**src/rtl/branch_resolve_ctrl.sv**
```systemverilog
// Branch resolution controller for the execute stage.
// Branches from issue queue up in a small FIFO and resolve one per cycle.
// A mispredict redirects the front end, squashes the younger buffered
// branches and opens a fixed-length flush window.

package branch_resolve_pkg;
    typedef enum logic [2:0] {
        BR_BEQ  = 3'b000,
        BR_BNE  = 3'b001,
        BR_BLT  = 3'b100,
        BR_BGE  = 3'b101,
        BR_BLTU = 3'b110,
        BR_BGEU = 3'b111
    } branch_op_e;

    typedef struct packed {
        branch_op_e  op;
        logic [31:0] rs1;
        logic [31:0] rs2;
        logic [31:0] pc;
        logic [31:0] imm;
        logic        pred_taken;
        logic [31:0] pred_target;
    } br_entry_t;
endpackage

// Branch condition evaluation; encodings outside the enum resolve as not-taken.
module branch_gen
    import branch_resolve_pkg::*;
(
    input  branch_op_e  op_i,
    input  logic [31:0] rs1_i,
    input  logic [31:0] rs2_i,
    output logic        taken_o
);
    // Compare operands according to the branch condition
    always_comb begin
        taken_o = 1'b0;
        case (op_i)
            BR_BEQ:  taken_o = (rs1_i == rs2_i);
            BR_BNE:  taken_o = (rs1_i != rs2_i);
            BR_BLT:  taken_o = ($signed(rs1_i) <  $signed(rs2_i));
            BR_BGE:  taken_o = ($signed(rs1_i) >= $signed(rs2_i));
            BR_BLTU: taken_o = (rs1_i <  rs2_i);
            BR_BGEU: taken_o = (rs1_i >= rs2_i);
            default: taken_o = 1'b0;
        endcase
    end
endmodule

// state    | meaning
// ---------+-------------------------------------------------------------
// ST_RUN   | accepting branches, popping/resolving the FIFO head per edge
// ST_FLUSH | post-mispredict window: no accepts, no pops, timer counting
module branch_resolve_ctrl
    import branch_resolve_pkg::*;
#(
    parameter int DEPTH        = 2,
    parameter int FLUSH_CYCLES = 2,
    parameter int CNT_W        = 16
) (
    input  logic              clk_i,
    input  logic              rst_ni,
    input  logic              br_valid_i,
    output logic              br_ready_o,
    input  branch_op_e        br_op_i,
    input  logic [31:0]       rs1_data_i,
    input  logic [31:0]       rs2_data_i,
    input  logic [31:0]       pc_i,
    input  logic [31:0]       imm_i,
    input  logic              pred_taken_i,
    input  logic [31:0]       pred_target_i,
    output logic              res_valid_o,
    output logic              taken_o,
    output logic              mispredict_o,
    output logic              redirect_valid_o,
    output logic [31:0]       redirect_pc_o,
    output logic              flush_o,
    output logic [CNT_W-1:0]  mispredict_cnt_o
);
    localparam int AW = $clog2(DEPTH);
    localparam int CW = AW + 1;
    localparam int FW = (FLUSH_CYCLES > 1) ? $clog2(FLUSH_CYCLES) : 1;
    localparam logic [CW-1:0] DEPTH_C    = CW'(DEPTH);
    localparam logic [FW-1:0] FLUSH_LOAD = FW'(FLUSH_CYCLES - 1);

    localparam logic [0:0] ST_RUN   = 1'b0;
    localparam logic [0:0] ST_FLUSH = 1'b1;

    logic [0:0]       state_q, state_d;
    logic [FW-1:0]    flush_cnt_q, flush_cnt_d;

    br_entry_t        mem_q [DEPTH];
    logic [AW-1:0]    wr_ptr_q, rd_ptr_q;
    logic [CW-1:0]    count_q;

    logic             res_valid_q, taken_q, mispredict_q, redirect_valid_q;
    logic [31:0]      redirect_pc_q;
    logic [CNT_W-1:0] mis_cnt_q;

    br_entry_t        push_entry, head;
    logic             push, pop, mispop;
    logic             head_taken, mispredict;
    logic [31:0]      seq_pc, actual_next, pred_next;

    assign push_entry = '{op:          br_op_i,
                          rs1:         rs1_data_i,
                          rs2:         rs2_data_i,
                          pc:          pc_i,
                          imm:         imm_i,
                          pred_taken:  pred_taken_i,
                          pred_target: pred_target_i};

    // Ready depends only on state and occupancy, never on br_valid_i
    assign br_ready_o = (state_q == ST_RUN) && (count_q < DEPTH_C);
    assign push       = br_valid_i && br_ready_o;
    assign pop        = (state_q == ST_RUN) && (count_q != '0);

    assign head = mem_q[rd_ptr_q];

    branch_gen u_branch_gen (
        .op_i    (head.op),
        .rs1_i   (head.rs1),
        .rs2_i   (head.rs2),
        .taken_o (head_taken)
    );

    assign seq_pc      = head.pc + 32'd4;
    assign actual_next = head_taken ? (head.pc + head.imm) : seq_pc;
    assign pred_next   = head.pred_taken ? head.pred_target : seq_pc;
    assign mispredict  = (actual_next != pred_next);
    assign mispop      = pop && mispredict;

    // FIFO pointers and occupancy; a mispredicting pop empties the FIFO and drops any same-edge push
    always_ff @(posedge clk_i or negedge rst_ni) begin
        if (!rst_ni) begin
            wr_ptr_q <= '0;
            rd_ptr_q <= '0;
            count_q  <= '0;
        end else if (mispop) begin
            wr_ptr_q <= '0;
            rd_ptr_q <= '0;
            count_q  <= '0;
        end else begin
            if (push) wr_ptr_q <= wr_ptr_q + 1'b1;
            if (pop)  rd_ptr_q <= rd_ptr_q + 1'b1;
            case ({push, pop})
                2'b10:   count_q <= count_q + 1'b1;
                2'b01:   count_q <= count_q - 1'b1;
                default: count_q <= count_q;
            endcase
        end
    end

    // FIFO storage; contents are only read while count is non-zero, so no reset
    always_ff @(posedge clk_i) begin
        if (push && !mispop) mem_q[wr_ptr_q] <= push_entry;
    end

    // Next state and flush-window down-counter
    always_comb begin
        state_d     = state_q;
        flush_cnt_d = flush_cnt_q;
        case (state_q)
            ST_RUN: begin
                if (mispop) begin
                    state_d     = ST_FLUSH;
                    flush_cnt_d = FLUSH_LOAD;
                end
            end
            default: begin
                if (flush_cnt_q == '0) state_d = ST_RUN;
                else                   flush_cnt_d = flush_cnt_q - 1'b1;
            end
        endcase
    end

    // State and flush counter registers
    always_ff @(posedge clk_i or negedge rst_ni) begin
        if (!rst_ni) begin
            state_q     <= ST_RUN;
            flush_cnt_q <= '0;
        end else begin
            state_q     <= state_d;
            flush_cnt_q <= flush_cnt_d;
        end
    end

    // Resolution result, redirect pulse and saturating mispredict count
    always_ff @(posedge clk_i or negedge rst_ni) begin
        if (!rst_ni) begin
            res_valid_q      <= 1'b0;
            taken_q          <= 1'b0;
            mispredict_q     <= 1'b0;
            redirect_valid_q <= 1'b0;
            redirect_pc_q    <= '0;
            mis_cnt_q        <= '0;
        end else begin
            res_valid_q      <= pop;
            redirect_valid_q <= mispop;
            if (pop) begin
                taken_q       <= head_taken;
                mispredict_q  <= mispredict;
                redirect_pc_q <= actual_next;
            end
            if (mispop && (mis_cnt_q != '1)) mis_cnt_q <= mis_cnt_q + 1'b1;
        end
    end

    assign res_valid_o      = res_valid_q;
    assign taken_o          = taken_q;
    assign mispredict_o     = mispredict_q;
    assign redirect_valid_o = redirect_valid_q;
    assign redirect_pc_o    = redirect_pc_q;
    assign flush_o          = (state_q == ST_FLUSH);
    assign mispredict_cnt_o = mis_cnt_q;
endmodule
```
**config.mk**
```make
export PLATFORM = sky130hd
export DESIGN_NAME = branch_resolve_ctrl
export DESIGN_NICKNAME = d
export VERILOG_FILES = /design/src/rtl/branch_resolve_ctrl.sv
export SDC_FILE = /design/constraint.sdc
export NUM_CORES = 1
export LEC_CHECK = 0
export BUFFER_PORTS_ARGS = -buffer_cell sky130_fd_sc_hd__buf_2
export CAP_MARGIN = 25
export CORE_MARGIN = 2
export CORE_UTILIZATION = 40
export DETAILED_ROUTE_END_ITERATION = 12
export GPL_TIMING_DRIVEN = 0
export PLACE_DENSITY = 0.61
export SYNTH_ARGS = -nofsm -noshare
export SYNTH_HDL_FRONTEND = slang
export SYNTH_SLANG_ARGS = --single-unit
```
**constraint.sdc**
```tcl
create_clock -name clk_i -period 12.33 [get_ports clk_i]
set_input_delay 0.6165 -clock clk_i [delete_from_list [all_inputs] [get_ports clk_i]]
set_output_delay 0.6165 -clock clk_i [all_outputs]
set_load 0.005 [all_outputs]
```
# Word-level counts from Yosys, hierarchy flattened
# Memories as Yosys holds them, arrays and structs flattened.
# Cells that the tools add are included.
classes:
  add_sub_neg: 8
  magnitude_cmp: 5
  n_eq_ne: 11
  muxes: 17
  n_bitwise: 1
  reduce_logical: 13
ops:
  columns: ["operator", "count"]
  rows:
  - ["$ge 32x32->1", 2]
  - ["$lt 32x32->1", 2]
  - ["$mux 32", 2]
  - ["$ne 32x32->1", 2]
  - ["$add 32x3->32 const B", 1]
  - ["$add 32x32->32", 1]
  - ["$eq 32x32->1", 1]
  - ["$add 16x1->16 const B", 1]
  - ["$ne 16x16->1 const B", 1]
  - ["$eq 3x3->1 const B", 4]
  - ["$mux 1", 12]
  - ["$reduce_bool 2->1", 4]
  - ["$logic_and 1x1->1", 6]
  - ["$pmux 1 s6", 1]
  - ["$pmux 2 s2", 1]
  - ["$eq 3x1->1 const B", 1]
  - ["$logic_not 3->1", 1]
  - ["$reduce_bool 3->1", 1]
  - ["$add 1x1->1 const B", 2]
  - ["$add 2x1->2 const B", 1]
  - ["$eq 2x1->1 const B", 1]
  - ["$eq 2x2->1 const B", 1]
  - ["$lt 2x2->1 const B", 1]
  - ["$mux 2", 1]
  - ["other kinds (4)", 4]
totals:
  ff_bits: 58
  ramBits: 328
  input_bits: 167
  memories: 1
mem_list:
  columns: ["name", "words", "width", "rd", "rd_ports_with_merged_regs", "wr", "line_no", "source"]
  rows:
  - ["mem_q", 2, 164, 1, 0, 1, "93", "br_entry_t mem_q [DEPTH];"]

# Depth between registers and ports, before layout
# An unclocked memory read counts as a cell.
logic_depth:
  word_depth: 10
  mapped_depth: 28
  ltp_nobuf: 17

# Hierarchy
# Synthesis repeated with hierarchy kept, for this count alone.
hier_totals:
  hier_cells: 1591
  hier_area_um2: 19855.3
modules_own_cells:
  columns: ["mod", "instances", "cells_per_inst", "area_per_inst_um2"]
  rows:
  - ["branch_resolve_ctrl", 1, 1463, 18931.9]
  - ["branch_gen", 1, 128, 923.4]

# Worst setup path before layout
# OpenSTA, ideal clock, no wires.
synth_timing:
  kind: "register to register"
  start: "reg rd_ptr_q"
  end: "mem mem_q[1][0] in the netlist's numbering, enable pin"
  t_arrival_ps: 12358
  required_ps: 11672
  setup_slack_ps: -686
  stages_incl_launch_ff: 28
  n_path_buf: 12
  synth_period_minus_slack_ps: 13016
  cell_sequence: "dfrtp_1 > buf_6 > buf_8 > buf_8 > buf_6 > buf_6 > buf_2 > buf_2 > clkbuf_1 > buf_1 > clkbuf_1 > mux2i_1 > ha_1 > a21oi_1 > nand2_1 > a221o_1 > o31a_1 > or2_2 > o211ai_1 > nor2_1 > o41ai_1 > a41o_1 > o2111ai_1 > nor4_2 > buf_4 > buf_6 > nor2_4 > nor3b_2"
synth_via:
  elab_chain_len: 10
  elab_cells_between_ends: 24
  classes_between: "2 x add/sub; 4 x order compare; 8 x eq/ne; 5 x mux; 4 x reduce/logical; 1 x memory"
synth_rtl:
  columns: ["element", "line_no", "source"]
  rows:
  - ["from (decl)", "94", "logic [AW-1:0] wr_ptr_q, rd_ptr_q;"]
  - ["from (signal assigned)", "146", "if (pop) rd_ptr_q <= rd_ptr_q + 1'b1;"]
  - ["$mem_v2 2x164 (*)", null, null]
  - ["$ge 32x32->1, or another cell as far along", "45", "BR_BGEU: taken_o = (rs1_i >= rs2_i);"]
  - ["$pmux 1 s6", "39", "case (op_i)"]
  - ["$mux 32", "129", "assign actual_next = head_taken ? (head.pc + head.imm) : seq_pc;"]
  - ["$ne 32x32->1 (*)", "131", "assign mispredict = (actual_next != pred_next);"]
  - ["$logic_and 1x1->1 (*)", "132", "assign mispop = pop && mispredict;"]
  - ["via mispop", "102", "logic push, pop, mispop;"]
  - ["$logic_not 1->1 (*)", "157", "if (push && !mispop) mem_q[wr_ptr_q] <= push_entry;"]
  - ["$logic_and 1x1->1 (*)", "157", null]
  - ["$mux 1 (*)", "157", null]
  - ["$mux 1 (not written as such) (*)", "157", null]
  - ["to (decl)", "93", null]
# The timed path passes the listed nets; every way through them passes the cells marked *.

# Worst setup path in the final report
layout_timing:
  start: "reg rd_ptr_q"
  end: "mem mem_q[1][152] in the netlist's numbering, enable pin"
# Same word-level chain as after synthesis.

==> results.md <==
Finish:
- The count of non-filler cells in the finished layout is 2,374.
- The signed area change from the synthesized netlist to the final layout is 19.2%.
- Of the cells placed in the final design, the portion with a size suffix greater than 1 is 24.9%.
- The net count of the finished layout is 1,959.

Synth:
- Synthesis instantiated 88 different standard cells from the library.
- Dividing the synthesized area by the synthesized cell count gives 13.3 um2.
- Counting every instance in the synthesized netlist gives 1,438.
- The count of state elements after synthesis is 386.
- The async set-or-reset flop fraction in the synthesized netlist is 15.0%.
- The share of the synthesized area in the top cell type is 51.7%.
- For this run, the leading register cell type out of synthesis is edfxtp_1.
- edfxtp_1 takes more of the synthesized area than any other cell.
- Yosys attributes the largest share of cell area to edfxtp_1, dfrtp_1, mux2i_1.
- The total nets after synthesis is 1,671.
- The sequential fraction of the synthesis area is 59.3%.
- By count the netlist is led by edfxtp_1, nand2_1, mux2i_1.
- During synthesis, Yosys emitted a total of 0 warnings.
- The cell area after technology mapping is 0.0191 mm2.
- By instance count, the leading cell after synthesis is edfxtp_1.
- The count of flip-flops with a built-in enable after synthesis is 328.

Route:
- After the first detailed-routing iteration, the DRC count stood at 850.
- The first detailed-routing pass ran for 5 iterations.
- Summed over all layers, the routed wires come to 51.2 mm.
- The detail-routed via count per cell is 5.34.
- The residual DRC count is 0.
- The routed design uses 3.49 mm of met3 wire.
- Summing over every cut layer, the via total after detailed routing is 12,700.
- In this run the top signal layer used is met5.
- The count of nets left with antenna violations after detail routing is 0.
- The routed wirelength normalized by instance count is 21.5 um.
- The detailed router put a total of 21.8 mm of wire on met1.
- The met2 layer wire length in the routed design is 24.3 mm.

Worst setup path:
- The start-to-end type of the worst setup path is flop to flop.
- The cell with the biggest individual delay on the critical path is clkbuf_1.
- The required time at the worst-slack endpoint is 12.61 ns.
- The setup check on the worst reg-to-reg path leaves a slack of 1.11 ns.
- The startpoint of the worst-slack reg-to-reg timing path is rd_ptr_q$_DFFE_PN0P_.
- Of all nets on the critical path, the largest fanout is 18.
- In this run the number of cells on the critical path is 34.
- On the worst path, the slowest cell contributes a delay of 0.81 ns.
- The number of cells on the worst reg-to-reg path is 34.
- The first element of the critical path is rd_ptr_q$_DFFE_PN0P_.
- The number of buffers and inverters on the critical path is 19.
- The cell that appears most often on the critical path is buf_8.
- The endpoint kind of the worst setup timing path is a flop.
- STA classifies the critical path startpoint as a flop.
- The cell family contributing the most delay on the critical path is buffers and inverters.
- The most critical setup path has its endpoint at mem_q[1][152]$_DFFE_PP_.
- The reg-to-reg critical path endpoint is mem_q[1][152]$_DFFE_PP_.
- The arrival time at the worst endpoint is 11.50 ns.

STA:
- Headroom to the max-slew limit came out at 30.8%.
- The number of hold-slack violations in the final timing report is 0.
- The worst clock skew on the final layout is 0.0261 ns.
- The number of setup violations in the final report is 0.
- Counting I/O delays and the setup requirement, the final critical path takes 11.22 ns.
- The highest clock frequency the design can meet is 0.0891 GHz.
- Setup repair after global routing left no endpoint under its margin.
- After layout, the worst path uses 91.0% of the clock period.
- The worst hold slack across all endpoints is 0.0515 ns.
- The total count of max-transition violations in the final report is 0.
- The transition time of the tightest slew-check pin is 1.04 ns.

Die:
- The total die area is 0.0494 mm2.
- The height of the chip is 222 um.
- The cell row count is 79.
- The number of top-level pins is 221.
- The effective utilization at floorplan is 40.8%.
- The area of the core is 0.0468 mm2.
- The die is 222 um wide.

Clock network:
- The number of buffers added to fix hold violations after cts is 0.
- In this run the post-CTS setup repair buffer count came out at 0.
- TritonCTS built the clock tree.
- The cell sitting at the root of the clock tree is a clkbuf_16.
- The H-tree level count is 2.
- The clock latency on the worst-skew pair is 0.57 ns.
- The maximum buffer depth of the clock tree is 3.
- Counting every sink on the clock net gives 386.
- Gates resized during post-CTS repair numbered 0.
- TritonCTS created 42 clock buffers.
- The clock transition at the register clock pins on the worst setup and hold paths after CTS is 0.06 ns.

Global route:
- The total track usage is 20.5%.
- For this run the aggregate overflow at the end of global routing stands at 0.
- The pin count of the biggest net entering global routing is 36.
- The via count of the first global-routing pass is 12,800.
- The number of antenna violations at the first check in global routing is 23.
- The global-route wire length before repair is 76.0 mm.

Placement:
- In this run the tool buffered the top-level ports with 220 buffer cells.
- The post-detailed-placement half-perimeter wirelength is 40.3 mm.
- The global placement routability congestion is 0.912.
- The number of cells after detailed placement is 2,289.

Power:
- The largest voltage drop on the vdd net is 131 uV.
- In this run the power density over the cells is 208 mW/mm2.
- Overall power consumption after layout is estimated at 4730 uW.
- In this run the static leakage power is 0.00837 uW.

Min path:
- The class of the tightest hold or removal check is primary input to async pin.

Flow run:
- The number of maximum-capacitance constraint violations is 0.

Run status:
- The flow ran to the end, and the final reports show no timing, DRC or antenna violations.
[layout make-up]
| cell class | count | area, um2 |
|---|---|---|
| buffer | 57 | 299 |
| fill | 4192 | 24000 |
| clock inverter | 23 | 174 |
| tap | 607 | 759 |
| inverter | 26 | 97.6 |
| sequential | 386 | 11300 |
| antenna | 10 | 25.0 |
| clock buffer | 52 | 1100 |
| multi-input combinational | 969 | 7370 |
| timing repair buffer | 244 | 1580 |
[where the power goes]
part / leakage (uW) / internal, uW / switching (uW)
sequential: 0.00375 / 1750 / 104
combinational: 0.00400 / 682 / 1040
clock: 0.000623 / 658 / 502
total: 0.00837 / 3090 / 1640
[worst register-to-register path: cells and delay by family (launching register included)]
| kind | cells | cell delay, ns |
|---|---|---|
| AND/OR/NAND/NOR | 8 | 2.86 |
| buffers and inverters | 19 | 5.97 |
| adder cells (fa/ha/maj) | 1 | 0.33 |
| multiplexers | 1 | 0.18 |
| flip-flops | 1 | 0.48 |
| AO/OA/AOI/OAI | 4 | 0.94 |
| XOR/XNOR | 1 | 0.17 |
[through the flow]
step	TNS (ns)	setup WS (ns)	utilization (%)	instance area (um2)
6_report	0	1.11	48.6	22700
5_1_grt	0	0.435	48.5	22700
4_1_cts	0	0.713	48.5	22700
3_5_place_dp	0	0.850	45.8	21400
3_3_place_gp	-1319.75	-4.25	44.8	20900
2_1_floorplan	0	1.64	-	19100
[registers in the layout, summed over array words and instances, names as in the netlist]
register          cells
redirect_valid_o      1
taken_o               1
mispredict_cnt_o     16
flush_cnt_q           1
res_valid_o           1
flush_o               1
wr_ptr_q              1
mispredict_o          1
count_q               2
mem_q               328
redirect_pc_o        32
rd_ptr_q              1
[cell families (layout without fill, tap and decap cells)]
family	count (synthesis)	in the layout	share of synthesized area [%]
flip-flops	386	386	59.3
AND/OR/NAND/NOR	333	333	8.91
AO/OA/AOI/OAI	251	251	8.58
multiplexers	194	194	10.8
XOR/XNOR	125	125	5.93
buffers and inverters	83	402	2.08
adder cells (fa/ha/maj)	66	66	4.37
other	0	10	0
[worst min path at each step]
stage                                             endpoint  slack [ns]
after floorplan                     count_q[0]$_DFFE_PN0P_        0.32
after global placement        redirect_pc_o[7]$_DFFE_PN0P_        0.46
after detailed placement               taken_o$_DFFE_PN0P_        0.47
after CTS                 mispredict_cnt_o[13]$_DFFE_PN0P_        0.05
after global routing      mispredict_cnt_o[13]$_DFFE_PN0P_        0.08
final                     mispredict_cnt_o[13]$_DFFE_PN0P_        0.05
[routing by layer]
metal / global-route usage [%] / up-vias
met1: 25.9 / 6137
met3: 5.46 / 96
met5: 0 / -
met4: 6.78 / 26
met2: 34.3 / 352
li1: - / 6071
[cells in the final DEF, fill, tap and decap left out, types with 43 or more instances in the layout]
master,Yosys,final
a21oi_1,75,75
buf_2,8,228
clkbuf_1,34,43
dfrtp_1,58,58
edfxtp_1,328,328
ha_1,65,65
mux2_2,87,87
mux2i_1,104,104
nand2_1,116,116
nor2_1,61,61
o21ai_0,73,73
xnor2_1,82,82
No activity file was read; power rests on OpenSTA's default activity.
